File: config.mk
export PLATFORM = sky130hd
export DESIGN_NAME = key_event_conditioner
export DESIGN_NICKNAME = d
export VERILOG_FILES = /design/src/rtl/key_event_conditioner.sv
export SDC_FILE = /design/constraint.sdc
export NUM_CORES = 1
export LEC_CHECK = 0
export CAP_MARGIN = 15
export CORE_ASPECT_RATIO = 1.4
export CORE_MARGIN = 8
export CORE_UTILIZATION = 45
export CTS_CLUSTER_SIZE = 10
export DETAILED_ROUTE_END_ITERATION = 7
export PLACE_DENSITY_LB_ADDON = 0.12
export REMOVE_ABC_BUFFERS = 1
export SLEW_MARGIN = 20
export SYNTH_ARGS = -nofsm -noshare
export SYNTH_HDL_FRONTEND = slang
export SYNTH_SLANG_ARGS = --single-unit
File: constraint.sdc
create_clock -name clk -period 2.2 [get_ports clk]
set_clock_uncertainty 0.15 [all_clocks]
set_input_delay 0.44 -clock clk [delete_from_list [all_inputs] [get_ports clk]]
set_output_delay 0.44 -clock clk [all_outputs]
set_load 0.05 [all_outputs]
File: src/rtl/key_event_conditioner.sv
// Synchronises, debounces and classifies the user push-buttons into press, release, long-press and repeat events.
// Define KEY_AUTOREPEAT_EN to build the auto-repeat path; without it key_repeat is tied low.
module key_event_conditioner #(
  parameter int NKEY        = 4,
  parameter int ACTIVE_LOW  = 1,
  parameter int DEB_CYCLES  = 500000,
  parameter int LONG_CYCLES = 25000000,
  parameter int REP_CYCLES  = 5000000,
  parameter int CNT_W       = 25
) (
  input  logic            clk,
  input  logic            rst,
  input  logic [NKEY-1:0] sw_raw,
  output logic [NKEY-1:0] key_level,
  output logic [NKEY-1:0] key_press,
  output logic [NKEY-1:0] key_release,
  output logic [NKEY-1:0] key_long,
  output logic [NKEY-1:0] key_repeat
);

  // Hold FSM, one instance per key:
  //   state    | meaning
  //   S_IDLE   | key released, hold counter parked at 0
  //   S_HELD   | committed press, timing towards long-press
  //   S_REPEAT | long-press active, counting repeat periods (autorepeat build)
  //   S_LONG   | long-press active, counter frozen (no autorepeat)
`ifdef KEY_AUTOREPEAT_EN
  typedef enum logic [1:0] {S_IDLE, S_HELD, S_REPEAT} state_t;
  localparam logic [CNT_W-1:0] REP_LAST = CNT_W'(REP_CYCLES - 1);
`else
  typedef enum logic [1:0] {S_IDLE, S_HELD, S_LONG} state_t;
`endif

  localparam logic             REL_PIN   = (ACTIVE_LOW != 0);
  localparam logic [CNT_W-1:0] DEB_LAST  = CNT_W'(DEB_CYCLES - 1);
  localparam logic [CNT_W-1:0] LONG_LAST = CNT_W'(LONG_CYCLES - 1);

  logic [NKEY-1:0] sync1;
  logic [NKEY-1:0] sync2;
  logic [NKEY-1:0] pressed_s;

  // Synchroniser parks at the released pin level so reset never looks like a press.
  always_ff @(posedge clk or negedge rst) begin
    if (!rst) begin
      sync1 <= {NKEY{REL_PIN}};
      sync2 <= {NKEY{REL_PIN}};
    end else begin
      sync1 <= sw_raw;
      sync2 <= sync1;
    end
  end

  assign pressed_s = REL_PIN ? ~sync2 : sync2;

  for (genvar k = 0; k < NKEY; k++) begin : g_ch
    logic [CNT_W-1:0] deb_cnt;
    logic             level_q;
    logic             press_q;
    logic             release_q;
    logic             mismatch;
    logic             commit;
    logic             press_c;
    logic             release_c;
    state_t           state_q;
    state_t           state_d;
    logic [CNT_W-1:0] hold_q;
    logic [CNT_W-1:0] hold_d;
    logic             long_q;
    logic             long_d;

    assign mismatch  = pressed_s[k] != level_q;
    assign commit    = mismatch && (deb_cnt == DEB_LAST);
    assign press_c   = commit && !level_q;
    assign release_c = commit && level_q;

    always_ff @(posedge clk or negedge rst) begin
      if (!rst) begin
        deb_cnt   <= '0;
        level_q   <= 1'b0;
        press_q   <= 1'b0;
        release_q <= 1'b0;
      end else begin
        press_q   <= press_c;
        release_q <= release_c;
        if (commit) begin
          level_q <= ~level_q;
          deb_cnt <= '0;
        end else if (mismatch) begin
          deb_cnt <= deb_cnt + CNT_W'(1);
        end else begin
          deb_cnt <= '0;
        end
      end
    end

    always_comb begin
      state_d = state_q;
      case (state_q)
        S_IDLE:   if (press_c) state_d = S_HELD;
        S_HELD: begin
          if (release_c)
            state_d = S_IDLE;
          else if (hold_q == LONG_LAST)
`ifdef KEY_AUTOREPEAT_EN
            state_d = S_REPEAT;
`else
            state_d = S_LONG;
`endif
        end
`ifdef KEY_AUTOREPEAT_EN
        S_REPEAT: if (release_c) state_d = S_IDLE;
`else
        S_LONG:   if (release_c) state_d = S_IDLE;
`endif
        default:  state_d = S_IDLE;
      endcase
    end

`ifdef KEY_AUTOREPEAT_EN
    logic rep_q;
    logic rep_d;
`endif

    // Release always wins over a counter expiring in the same cycle.
    always_comb begin
      hold_d = '0;
      long_d = long_q;
`ifdef KEY_AUTOREPEAT_EN
      rep_d  = 1'b0;
`endif
      case (state_q)
        S_IDLE: long_d = 1'b0;
        S_HELD: begin
          if (release_c) begin
            long_d = 1'b0;
          end else if (hold_q == LONG_LAST) begin
            long_d = 1'b1;
`ifdef KEY_AUTOREPEAT_EN
            rep_d  = 1'b1;
`endif
          end else begin
            hold_d = hold_q + CNT_W'(1);
          end
        end
`ifdef KEY_AUTOREPEAT_EN
        S_REPEAT: begin
          if (release_c)
            long_d = 1'b0;
          else if (hold_q == REP_LAST)
            rep_d = 1'b1;
          else
            hold_d = hold_q + CNT_W'(1);
        end
`else
        S_LONG: if (release_c) long_d = 1'b0;
`endif
        default: long_d = 1'b0;
      endcase
    end

    always_ff @(posedge clk or negedge rst) begin
      if (!rst) begin
        state_q <= S_IDLE;
        hold_q  <= '0;
        long_q  <= 1'b0;
`ifdef KEY_AUTOREPEAT_EN
        rep_q   <= 1'b0;
`endif
      end else begin
        state_q <= state_d;
        hold_q  <= hold_d;
        long_q  <= long_d;
`ifdef KEY_AUTOREPEAT_EN
        rep_q   <= rep_d;
`endif
      end
    end

    assign key_level[k]   = level_q;
    assign key_press[k]   = press_q;
    assign key_release[k] = release_q;
    assign key_long[k]    = long_q;
`ifdef KEY_AUTOREPEAT_EN
    assign key_repeat[k]  = rep_q;
`endif
  end

`ifndef KEY_AUTOREPEAT_EN
  // REP_CYCLES stays on the interface so both builds share one instantiation.
  assign key_repeat = {NKEY{REP_CYCLES < 0}};
`endif

endmodule
* Word level (Yosys, flattened, before mapping)
Index checks and enable logic that the tools add are counted.
** Storage, ports and cells
- Output and inout bits :: 20
- Logic and storage cells :: 159
- Bits of input ports :: 6
- Flip-flop bits (word level) :: 232
** Operators by class
- Bitwise operators :: 5
- Equal/unequal tests :: 32
- Multiplexer cells :: 56
- Reduce and logical (&&, ||, !) cells :: 28
- Add/subtract/negate cells :: 8
** Operators with widths (number)
- two-way mux 25 bit :: 20
- adder 25 x 1 -> 25 bit, second input constant :: 8
- equality test 25 x 19 -> 1 bit, second input constant :: 4
- equality test 25 bit, second input constant :: 4
- two-way mux 2 bit :: 16
- case mux 2 bit (3 select lines) :: 4
- != test 2 bit, second input constant :: 8
- logical AND 1 bit :: 12
- two-way mux 1 bit :: 12
- != test 3 bit, second input constant :: 4
- AND reduction 3 bit :: 4
- equality test 2 x 1 -> 1 bit, second input constant :: 4
- equality test 2 bit, second input constant :: 4
- logical NOT 2 bit :: 4
- case mux 1 bit (2 select lines) :: 4
- AND reduction 2 bit :: 4
- logical NOT 1 bit :: 4
- != test 1 bit :: 4
- inverter 1 bit :: 4
- inverter 4 bit :: 1

* Longest topological paths before layout
Gate-level depths: netlist of run 1.
- Depth in word-level cells :: 6
- Depth in mapped cells :: 8
- Mapped depth without buffers :: 5

* Least setup slack after synthesis of run 1
No wires, ideal clock.
- Kind :: register to register
- From :: reg g_ch[3].deb_cnt[10]
- To :: reg g_ch[3].hold_q[17]
- Path buffers :: 2
- Stages on the path, launching flop included :: 7
- Data required time :: 1.897 ns
- Period minus slack after synthesis :: 2.388 ns
- Data arrival time :: 2.085 ns
- Path slack :: -0.188 ns
- Library setup time :: 0.153 ns
- Cell sequence :: dfrtp_1 > or4b_1 > or4_1 > buf_2 > o31ai_4 > buf_6 > a211oi_1
** On the way
- Cells in the longest elaborated chain, start to end :: 5
** Ends and longest elaborated chain
- start: declaration :: line 56 : logic [CNT_W-1:0] deb_cnt;
- start signal: assignment :: line 89 : deb_cnt <= deb_cnt + CNT_W'(1);
- equality test 25 x 19 -> 1 bit :: line 72 : assign commit = mismatch && (deb_cnt == DEB_LAST);
- logical AND 1 bit :: line 72
- logical AND 1 bit :: line 74 : assign release_c = commit && level_q;
- two-way mux 25 bit :: line 134 : if (release_c) begin
- two-way mux 25 bit :: line 131 : case (state_q)
- named net g_ch[3].hold_d[17] :: line 67 : logic [CNT_W-1:0] hold_d;
- end signal: assignment :: line 171 : hold_q <= hold_d;
- end: declaration :: line 66 : logic [CNT_W-1:0] hold_q;
The timed path passes the listed nets, and every way through them passes these cells.
A chain may end at the register's enable or synchronous reset.

* Final worst setup path of run 1
- From :: reg g_ch[0].hold_q[7]
- To :: reg g_ch[0].hold_q[18]
** On the way
- Cells in the longest elaborated chain, start to end :: 4
- Elaborated cells between the ends (all ways) :: 5
- Classes of those cells :: add/sub (1); eq/ne (1); mux (3)
** Ends and longest elaborated chain
- start: declaration :: line 66
- start signal: assignment :: line 171
- adder 25 x 1 -> 25 bit or equality test 25 bit (tied branches) :: line 142, 136
- two-way mux 25 bit * :: line 136 : end else if (hold_q == LONG_LAST) begin
- two-way mux 25 bit * :: line 134
- two-way mux 25 bit * :: line 131
- named net g_ch[0].hold_d[18] :: line 67
The timed path passes the listed nets; every way through them passes the cells marked *.

==> results of run 1 <==
## what timing repair did
action | 4_1_cts | 5_1_grt
hold buffers | 1 | 0
endpoints found under the hold margin | 140 | 0
setup buffers | 4 | 1
pin swaps | 4 | 4
resized for setup | 26 | 25
gates cloned | 2 | 0
setup endpoints to repair | 91 | 114
## state kept, by name (all words and copies together) (netlist names)
signal          cells
g_ch.long_q         4
g_ch.state_q        8
sync1               4
g_ch.deb_cnt      100
sync2               4
g_ch.hold_q       100
g_ch.release_q      4
g_ch.press_q        4
g_ch.level_q        4
## per-layer routing
metal | part of all wire | routed length (um) | vias to the layer above
li1 | - | - | 4889
met1 | 0.43 | 11820 | 4859
met2 | 0.51 | 13980 | 101
met3 | 0.031 | 857 | 49
met4 | 0.025 | 686 | 0
met5 | 0 | 0 | -
## layout make-up
| cell class | instances | area, um2 | share of cell area |
|---|---|---|---|
| Timing Repair Buffer | 158 | 1405 | 0.09706 |
| Sequential cell | 232 | 5816 | 0.4017 |
| Inverter | 34 | 127.6 | 0.008816 |
| Tap cell | 328 | 410.4 | 0.02835 |
| Multi-Input combinational cell | 905 | 5939 | 0.4103 |
| Clock buffer | 49 | 778.2 | 0.05376 |
## cell usage after synthesis (all sizes together), types with 14 or more instances
cell type / instances
and4: 35
nand3: 82
or4: 53
nor2: 72
buf: 35
clkbuf: 46
nand4: 72
and2: 14
nor4: 30
o31ai: 44
inv: 34
nand2: 65
a21oi: 45
o21ai: 49
and3: 19
dfrtp: 224
xor2: 68
nor3: 72
or3: 37
a211oi: 42
xnor2: 40
## stage by stage
stage,hold WS [ns],total power [mW],cell area (um2)
after floorplan,-0.005591,4.472,11690
after global placement,0.1907,4.637,13450
after detailed placement,0.1903,4.641,13450
after CTS,0.1274,8.772,14380
after global routing,0.1487,8.942,14480
final,0.1570,8.598,14480
## cells in the final DEF (no fill, tap or decap), types with 37 or more instances in the layout
cell type and count:
nor3_1 63, or4_1 48, xor2_1 68, dfrtp_1 224, buf_4 126, or3_1 37, xnor2_1 40, o31ai_1 42
nand2_1 65, nor2_1 71, nand3_1 82, nand4_1 71, o21ai_0 43, a21oi_1 45
## power by group
part	internal, mW	leakage, nW	total (mW)	switching, mW
sequential	4.30	3.21	4.32	0.0208
clock	2.35	0.371	4.04	1.69
combinational	0.0685	2.11	0.235	0.167
total	6.72	5.69	8.60	1.88
## cell families (layout without fill, tap and decap cells)
group                    after synthesis  in the layout  synth area share
multiplexers                           1              1         0.0008279
flip-flops                           232            232            0.4810
adder cells (fa/ha/maj)                8              8          0.008279
buffers and inverters                115            241           0.04491
XOR/XNOR                             108            108           0.07824
other                                  1              4         0.0003102
AO/OA/AOI/OAI                        195            195            0.1049
AND/OR/NAND/NOR                      589            589            0.2815
## path summary, 6_finish.rpt
check	endpoint	slack, ns	cells after the start
min in group asynchronous	g_ch[1].hold_q[9]	0.22	2
hold / removal	sync1[1]	0.16	1
setup / recovery	g_ch[0].hold_q[18]	-0.1	6
hold reg to reg	sync2[0]	0.21	0
max in group asynchronous	sync2[2]	0.99	3
setup reg to reg	g_ch[0].hold_q[18]	-0.1	6
## worst max-delay path, stage by stage (launching register included)
cell and delay (ns):
dfrtp_1 0.38, or4bb_1 0.54, or4_4 0.52, o31ai_4 0.23, buf_6 0.18, buf_16 0.14, a211oi_2 0.04
==> metrics.txt, run 1 <==
non-filler cells, final ~1,700; fill count 2,443; final wirelength between 20,000 and 30,000 um; WP data arrival around 2.6 ns; Max Cap Viol 0; DP Wirelength 18,510 um; post-place setup slack -0.1848 ns; Final Hold Vio Count 0; routed len/inst 16.03 um; mapped cell area 12,090 um2; worst-path maximum fanout 6; Site Rows 71; Tmin final around 2.3 ns; Root Driver clkbuf_16; post-synthesis sequential area ratio 0.4810; Worst Setup SP g_ch[0].hold_q[7]; Worst Hold Launch sw_raw[1]; M3 GR Usage 0.02501; Worst R2R Start g_ch[0].hold_q[7]; failing checks setup timing; Setup Total Neg Slack -2.765 ns; chip width 154.5 um; CP Capture Type flop; PortBufs 21; synth unique cells 57; CTS tree yes; largest net degree at the start of global routing 66; Hold/Removal Path Class input port to flop; net total in the final layout around 1,400; vias per inst 5.802; synth top area cells dfrtp_1 (46%), xor2_1 (4.9%), nand4_1 (3.7%); 1st-iter DRT viols 461; Die Ht 209.9 um; Slew @ Worst Pin 0.5290 ns; Synth Register Bits 232; die area between 30,000 and 40,000 um2; Slew Limit Fails 0; RSZ-0062 raised after global routing true; setup violators final 53; worst skew pair latency 0.54 ns; Worst Setup Path Type flop to flop; part of the cycle the worst path needs 1.045; fmax 434.9 MHz; synth warn 0; EDFF count, synth 0; remaining antenna violation count 0; Layout area overhead 19.74%; number of inserted diodes 0; CP required approximately 2.5 ns; PnR worst setup slack -0.09958 ns; core outline area 26,650 um2; H-tree depth 1; share of layout cells above drive strength 1 0.1640; Mean Syn Cell Area 9.680 um2; initial antenna violation count 0; clock buffer depth 3; VDD IR max 0.5276 mV; Post-Synthesis Cells 1,249; cell area power density 593.9 nW/um2; biggest area consumer among synthesized cells dfrtp_1; CTS sink cnt 232; met1 usage 0.2035; met2 Use GR 0.3161; status finished, violations left; Pleak 5.686 nW; Residual DRC 0; Clock transition at path regs ~0.060 ns; CP Launch Type flop; vias in the first global route 10,210; CTS buffer count 27; Cells after DPL ~1,700; Post-Route Utilization 0.5432; # IOs 26; post-synth top area share 0.4636; ys flop type dfrtp_1; GRT busiest layer met2; GRT Util Overall 0.1730; Post-synth ARST share 1.000; first-pass GRT wire length 47,910 um; global route total overflow 0; vias 9,898; Pre-antenna DRT Iters 4; Slew HR 0.6446; Routability Congestion 0.7814; Initial Util 0.4537
Note: power is estimated with default switching activity, not from simulation.
==> run 2: changes to the inputs <==
--- a/config.mk
+++ b/config.mk
@@ -5,7 +5,6 @@
 export SDC_FILE = /design/constraint.sdc
 export NUM_CORES = 1
 export LEC_CHECK = 0
-export CAP_MARGIN = 15
 export CORE_ASPECT_RATIO = 1.4
 export CORE_MARGIN = 8
 export CORE_UTILIZATION = 45
==> results of run 2 <==
Same layout as run 1: the final DEF is identical, and so are final timing and power.
==> run 3: changes to the inputs <==
--- a/config.mk
+++ b/config.mk
@@ -10,9 +10,8 @@
 export CORE_UTILIZATION = 45
 export CTS_CLUSTER_SIZE = 10
 export DETAILED_ROUTE_END_ITERATION = 7
-export PLACE_DENSITY_LB_ADDON = 0.12
+export PLACE_DENSITY = 0.61
 export REMOVE_ABC_BUFFERS = 1
-export SLEW_MARGIN = 20
 export SYNTH_ARGS = -nofsm -noshare
 export SYNTH_HDL_FRONTEND = slang
 export SYNTH_SLANG_ARGS = --single-unit
==> run 3 against run 2 <==
The flow still finishes with violations (setup timing). Setup slack worse by 0.0075 ns. Flip-flop and latch count unchanged. Final area down 0.36%. Utilization is 0.20 points lower. Die area unchanged. Critical path depth stayed put. Fmax shrank 0.33%. Clock-buffer cell count down 1. Worst hold slack better by 0.020 ns. Largest cell class unchanged.
==> metrics.txt, run 3 (synthesis gave the netlist of run 1 again) <==
Initial Util 0.4537 (unchanged); share of layout cells above drive strength 1 0.1552 (-0.008821); PnR worst setup slack -0.1071 ns (-0.007541 ns); fill count 2,441 (-0.082%); Slew @ Worst Pin 0.4810 ns (-0.04800 ns); CP required 2.44 ns (-0.02 ns); failing checks setup timing; global route total overflow 0 (unchanged); CTS tree yes; Pleak 5.695 nW (+0.17%); M3 GR Usage 0.02132 (-0.003689); DP Wirelength 17,820 um (-3.7%); RSZ-0062 raised after global routing true; CP Capture Type flop; post-place setup slack -0.1823 ns (+0.002476 ns); first-pass GRT wire length 46,780 um (-2.4%); CTS buffer count 27 (unchanged); initial antenna violation count 0 (unchanged); Max Cap Viol 0 (unchanged); H-tree depth 1 (unchanged); Clock transition at path regs 0.06 ns (about the same); commonest non-fill, non-tap cell in the layout dfrtp_1; # IOs 26 (unchanged); Pre-antenna DRT Iters 5 (+1); WP data arrival 2.55 ns (about the same); Hold/Removal Path Class input port to flop; Largest regs g_ch.deb_cnt x100, g_ch.hold_q x100, g_ch.state_q x8; Residual DRC 0 (unchanged); Die Ht 209.9 um (unchanged); Root Driver clkbuf_16; vias in the first global route 9,995 (-2.1%); GRT busiest layer met2; Routability Congestion 0.8216 (+5.1%); Post-Route Utilization 0.5412 (-0.001971); net total in the final layout 1,374 (+0.15%); number of inserted diodes 0 (unchanged); GRT Util Overall 0.1669 (-0.006106); PortBufs 21 (unchanged); part of the cycle the worst path needs 1.049 (+0.003428); met1 usage 0.1994 (-0.004060); largest net degree at the start of global routing 52 (-21%); crit-path cells or4bb_1 -> or4_4 -> o31ai_4 -> buf_6 -> buf_12 -> a211oi_1; CTS sink cnt 232 (unchanged); VDD IR max 0.5436 mV (+3.0%); CP Launch Type flop; clock buffer depth 3 (unchanged); 1st-iter DRT viols 442 (-4.1%); Setup Total Neg Slack -3.327 ns (-0.5614 ns); vias per inst 5.807 (about the same); setup violators final 50 (-5.7%); die area 32,440 um2 (unchanged); CP peak stage delay 0.55 ns (about the same); final wirelength 26,480 um (-3.2%); met2 Use GR 0.3057 (-0.01040); commonest non-fill, non-tap cells in the layout dfrtp_1 (224), buf_4 (123), nand3_1 (82), nand4_1 (71), nor2_1 (71); core outline area 26,650 um2 (unchanged); chip width 154.5 um (unchanged); cell area power density 592.2 nW/um2 (-0.29%); routed len/inst 15.51 um (-3.2%); Layout area overhead 19.30%; Worst Setup Path Type flop to flop; fmax 433.4 MHz (-0.33%); slowest CP cell or4bb_1; worst-path maximum fanout 12 (+6); Slew Limit Fails 0 (unchanged); worst skew pair latency 0.53 ns (about the same); Slew HR 0.6748 (+0.03019); vias 9,912 (+0.14%); remaining antenna violation count 0 (unchanged); Final Hold Vio Count 0 (unchanged); Site Rows 71 (unchanged); status finished, violations left; Tmin final 2.307 ns (+0.007541 ns)
## run 3: cell types whose count changed in the layout (fill, tap and decap cells not counted), sizes merged
cell         delta
dlygate4sd2     +1
clkbuf          -1
buf             +1
## run 3: where the power goes
| group | total, mW | switching [mW] | internal, mW |
|---|---|---|---|
| clock network | 3.98 | 1.66 | 2.32 |
| registers | 4.32 | 0.0200 | 4.30 |
| logic | 0.241 | 0.167 | 0.0739 |
| total | 8.54 | 1.85 | 6.69 |
## run 3: final timing paths
kind / start / slack (ns) / depth (start not counted) / endpoint
max: g_ch[0].hold_q[15] / -0.11 / 6 / g_ch[0].hold_q[23]
min: sw_raw[0] / 0.18 / 1 / sync1[0]
max reg2reg: g_ch[0].hold_q[15] / -0.11 / 6 / g_ch[0].hold_q[23]
min reg2reg: sync1[3] / 0.20 / 0 / sync2[3]
max in group asynchronous: rst / 1.04 / 3 / sync2[2]
min in group asynchronous: rst / 0.22 / 2 / g_ch[1].hold_q[19]
## run 3: metrics by stage
stage	total power, mW	cells	area, um2	hold slack [ns]
floorplan	4.472	1171	11690	-0.005591
global placement	4.641	1654	13540	0.1955
detailed placement	4.645	1654	13540	0.1948
CTS	8.705	1707	14390	0.1460
global route	8.897	1707	14420	0.1521
finish	8.542	1707	14420	0.1768
## run 3: metal layers
metal,vias to the layer above,part of all wire
li1,4882,-
met1,4916,0.44
met2,80,0.52
met3,34,0.028
met4,0,0.018
met5,-,0
## run 3: what timing repair did
| item | CTS | global route |
|---|---|---|
| buffers inserted | 3 | 1 |
| endpoints found under the setup margin | 93 | 108 |
| hold buffers | 1 | 0 |
| gates resized for setup | 23 | 13 |
| endpoints found under the hold margin | 211 | 0 |
| pin swaps | 1 | 1 |
| cloned | 1 | 0 |
## run 3: area by class of cell
cell class              count  area, um2  share of cell area
well taps                 328      410.4             0.02845
flip-flops and latches    232       5816              0.4032
inverters                  34      127.6            0.008848
repair buffers            160       1448              0.1004
clock buffers              48      764.5             0.05300
multi-input cells         905       5858              0.4061
## run 3: critical path: cells and delay by family, from the launching register on
kind	cells	cell delay, ns
AO/OA/AOI/OAI	2	0.29
buffers and inverters	2	0.27
AND/OR/NAND/NOR	2	1.08
flip-flops	1	0.38
